$ cat config.mk
export PLATFORM = sky130hd
export DESIGN_NAME = gerador_janela3x3
export DESIGN_NICKNAME = d
export VERILOG_FILES = /design/src/rtl/gerador_janela3x3.sv
export SDC_FILE = /design/constraint.sdc
export NUM_CORES = 1
export LEC_CHECK = 0
export CAP_MARGIN = 20
export CORE_ASPECT_RATIO = 0.8
export CORE_UTILIZATION = 53
export DETAILED_ROUTE_END_ITERATION = 10
export PLACE_DENSITY = 0.86
export SYNTH_ARGS = -nofsm -noshare
export SYNTH_HDL_FRONTEND = slang
export SYNTH_SLANG_ARGS = --single-unit
$ cat constraint.sdc
create_clock -name clk -period 3 [get_ports clk]
set_clock_uncertainty 0.1 [all_clocks]
set_input_delay 0.6 -clock clk [delete_from_list [all_inputs] [get_ports clk]]
set_output_delay 0.6 -clock clk [all_outputs]
set_load 0.03 [all_outputs]
$ cat src/rtl/gerador_janela3x3.sv
// 3x3 sliding-window generator feeding the median filter.
// Two line buffers plus a 3x3 register window over a raster stream.
module gerador_janela3x3 #(
  parameter int DATA_W = 8,
  parameter int IMG_W  = 16,
  parameter int IMG_H  = 16
) (
  input  logic              clk,
  input  logic              rst,
  input  logic [DATA_W-1:0] pix_in,
  input  logic              pix_valid,
  input  logic              sof,
  output logic [DATA_W-1:0] E0,
  output logic [DATA_W-1:0] E1,
  output logic [DATA_W-1:0] E2,
  output logic [DATA_W-1:0] E3,
  output logic [DATA_W-1:0] E4,
  output logic [DATA_W-1:0] E5,
  output logic [DATA_W-1:0] E6,
  output logic [DATA_W-1:0] E7,
  output logic [DATA_W-1:0] E8,
  output logic              win_valid,
  output logic              eof
);

  localparam int CW = $clog2(IMG_W);
  localparam int RW = $clog2(IMG_H);

  logic [CW-1:0]     col;
  logic [CW-1:0]     ccol;
  logic [RW-1:0]     row;
  logic [RW-1:0]     crow;
  logic              last_col;
  logic              last_row;
  logic              win_ok;
  logic [DATA_W-1:0] lb0 [IMG_W];
  logic [DATA_W-1:0] lb1 [IMG_W];
  logic [DATA_W-1:0] w   [9];

  // sof overrides the counters so the pixel lands at (0,0)
  assign ccol     = sof ? '0 : col;
  assign crow     = sof ? '0 : row;
  assign last_col = (ccol == CW'(IMG_W - 1));
  assign last_row = (crow == RW'(IMG_H - 1));
  assign win_ok   = (crow >= RW'(2)) && (ccol >= CW'(2));

  always_ff @(posedge clk) begin
    if (pix_valid) begin
      lb1[ccol] <= lb0[ccol];
      lb0[ccol] <= pix_in;
    end
  end

  always_ff @(posedge clk or posedge rst) begin
    if (rst) begin
      col       <= '0;
      row       <= '0;
      win_valid <= 1'b0;
      eof       <= 1'b0;
      for (int i = 0; i < 9; i++) w[i] <= '0;
    end else if (pix_valid) begin
      w[0] <= w[1];
      w[1] <= w[2];
      w[2] <= lb1[ccol];
      w[3] <= w[4];
      w[4] <= w[5];
      w[5] <= lb0[ccol];
      w[6] <= w[7];
      w[7] <= w[8];
      w[8] <= pix_in;
      if (last_col) begin
        col <= '0;
        row <= last_row ? '0 : crow + 1'b1;
      end else begin
        col <= ccol + 1'b1;
        row <= crow;
      end
      win_valid <= win_ok;
      eof       <= win_ok && last_row && last_col;
    end else begin
      win_valid <= 1'b0;
      eof       <= 1'b0;
    end
  end

  assign E0 = w[0];
  assign E1 = w[1];
  assign E2 = w[2];
  assign E3 = w[3];
  assign E4 = w[4];
  assign E5 = w[5];
  assign E6 = w[6];
  assign E7 = w[7];
  assign E8 = w[8];

endmodule
==> results.yml <==
clocking:
  clock_latency_ns: 0.56
  clk_pin_slew_ns: 0.07
  ctsHoldBuffers: 0
  cts_buffer_depth: 3
  numCtsBuffers: 30
  cts.sinks: 338
  cts_tree: "built"
  ctsResizeCount: 0
  post_cts_buffers: 0
  clockRootBuffer: "clkbuf_16"
  htreeDepth: 1
detailed_routing:
  routedWlPerCell_um: 24.89
  postRouteAntennaNets: 0
  viasPerCell: 6.297
  drtIter0Drc: 965
  drc: 2
  dr.pass1.iters: 8
  num_vias: 8104
  wl_mm: 32.03
critical_path:
  regToRegStartpoint: "col[3]"
  slowest_delay_ns: 0.59
  cpMaxStageDelayCell: "or3_1"
  path_max_fanout: 17
  rr_worst_depth: 6
  cp-end-kind: "flop"
  path_class: "reg -> reg"
  cp.arrival_ns: 3.16
  ff2ff_setup_slack_ns: 0.24
  cp_num_buf_inv: 2
  cp_top_family: "compound AO/OA/AOI/OAI gates"
  cp.required_ns: 3.39
  cp-start-kind: "flop"
  r2r_end: "E5[0]"
  crit_chain: "inv_2 > or3_1 > buf_4 > a221oi_1 > a2111o_1 > mux2_4"
timing:
  hold_violations: 0
  maxSlewViolCount: 0
  max_freq_mhz: 361.9
  maxSlewHeadroom: 0.5053
  rsz0062_at_grt: "no"
  setup_viol: 0
  worst_slew_pin_slew_ns: 0.7397
  period_share: 0.9210
  holdWs_ns: 0.3046
  finalSetupTns_ns: 0
  layout_min_cycle_time_ns: 2.763
logic_synthesis:
  synth.avg_cell_area_um2: 16.51
  synth_top_area_frac: 0.5735
  synth.area.top_cells: "edfxtp_1 (57%), dfrtp_1 (15%), mux2_2 (6.0%)"
  synth_edf_count: 256
  ys_ff_latch: 338
  syn_area_um2: 13410
  synth_cells: 812
  synth_fp_nets: 827
  synth_commonest_cells: "edfxtp_1 (256), dfrtp_1 (82), mux2_2 (71)"
  post-synth-top-count-cell: "edfxtp_1"
  ys_seq_area_frac: 0.7265
  synthArstFlopShare: 0.2426
  ys_types: 57
  yosys_warnings: 0
  ys.flop_type: "edfxtp_1"
  synth_top_area_cell: "edfxtp_1"
power_and_ir_drop:
  power_density_nw_per_um2: 804.2
  internal_power_w: 0.009142
  swShare: 0.2888
  leakage_nw: 5.814
  vdd_ir_drop_max_v: 0.0006807
  combPwrFrac: 0.224
  clock_power_share: 0.313
  power_switching_w: 0.003712
  seq_power_share: 0.463
  power_w: 0.01285
grt:
  antenna_found_initial: 0
  grt_overflow: 0
  grt_pass1_vias: 8096
  grt_pass1_wl_mm: 48.29
  grt_max_degree: 52
  grt_util_all_layers: 0.2495
floorplanning:
  die_area_um2: 25940
  dieWidth_um: 179.8
  rows: 51
  io_pins: 86
  initial_utilization: 0.5457
  chipHeight_um: 144.3
  fp.coreArea_um2: 24570
placed_design:
  portBuffers: 85
  dp_hpwl_mm: 19.40
  place.gp.congestion: 0.8920
status:
  violations: "design-rule violations"
  outcome: "finished, violations left"
hold_path:
  hold_path.class: "in -> async"
finish:
  layout.nets: 960
  diodes: 0
  areaGrowthSynthToFinish_pct: 19.25
  fillCellCount: 1585
  drive_gt1_frac: 0.2270
job:
  max-cap-violations: 0
## power by group through the flow
stage                     sequential, W  clock [W]  combinational (W)
after floorplan                 0.00651          0            0.00114
after global placement          0.00600          0            0.00275
after detailed placement        0.00603          0            0.00283
after CTS                       0.00595    0.00405            0.00287
after global routing            0.00599    0.00422            0.00301
final                           0.00595    0.00402            0.00289
## per-layer routing
| layer | vias up | share of wire | global-route usage |
|---|---|---|---|
| met5 | - | 0 | 0 |
| li1 | 3420 | - | - |
| met2 | 561 | 0.47 | 0.4075 |
| met4 | 0 | 0.030 | 0.08984 |
| met1 | 4025 | 0.38 | 0.3272 |
| met3 | 98 | 0.12 | 0.06447 |
## placed cells by master, fill, tap and decap left out, drive strengths merged, types with 17 or more instances in the layout
master / Yosys / final
clkbuf: 18 / 33
clkdlybuf4s50: 0 / 83
a21oi: 40 / 40
nand3b: 17 / 17
nor2: 54 / 54
mux2: 73 / 73
edfxtp: 256 / 256
mux2i: 47 / 47
nand2: 29 / 29
a221oi: 18 / 18
dfrtp: 82 / 82
buf: 37 / 73
## logic make-up after synthesis
| kind of cell | Yosys count | synth area share |
|---|---|---|
| flops | 338 | 0.7265 |
| fa+ha+maj | 3 | 0.002800 |
| simple gates | 135 | 0.05012 |
| compound gates | 138 | 0.07598 |
| mux | 133 | 0.1191 |
| xor+xnor | 2 | 0.001307 |
| buf+inv | 63 | 0.02417 |
## final cells by class
class | instances | area (um^2) | share of cell area
Sequential cell | 338 | 9744 | 0.6096
Multi-Input combinational cell | 411 | 3344 | 0.2092
Timing Repair Buffer | 156 | 1426 | 0.08923
Clock buffer | 33 | 793.3 | 0.04962
Tap cell | 318 | 397.9 | 0.02489
Clock inverter | 23 | 245.2 | 0.01534
Inverter | 8 | 33.78 | 0.002113
## flip-flops by register name, summed over array words and instances (netlist names)
register   flops
E4             8
E6             8
E3             8
E0             8
lb0          128
E7             8
E2             8
win_valid      1
row            4
E1             8
col            4
lb1          128
E5             8
E8             8
eof            1
## how the worst max path moves through the flow
stage | start | endpoint | slack, ns | depth (start not counted)
6_report | col[3] | E5[0] | 0.24 | 6
3_5_place_dp | sof | E2[6] | 0.25 | 8
3_3_place_gp | sof | lb1[12][5] | 0.31 | 6
5_1_grt | col[0] | E5[7] | 0.22 | 6
4_1_cts | col[0] | E5[7] | 0.29 | 6
2_1_floorplan | sof | lb0[3][0] | 0.11 | 8
## through the flow
stage / std cells / util / setup WS [ns] / area [um^2]
final: 1287 / 0.6507 / 0.2369 / 15990
after global routing: 1287 / 0.6507 / 0.2194 / 15990
after CTS: 1287 / 0.6507 / 0.2910 / 15990
after detailed placement: 1231 / 0.6084 / 0.2542 / 14950
after global placement: 1231 / 0.6084 / 0.3071 / 14950
after floorplan: 812 / - / 0.1050 / 13410
No activity file was read; power rests on OpenSTA's default activity.
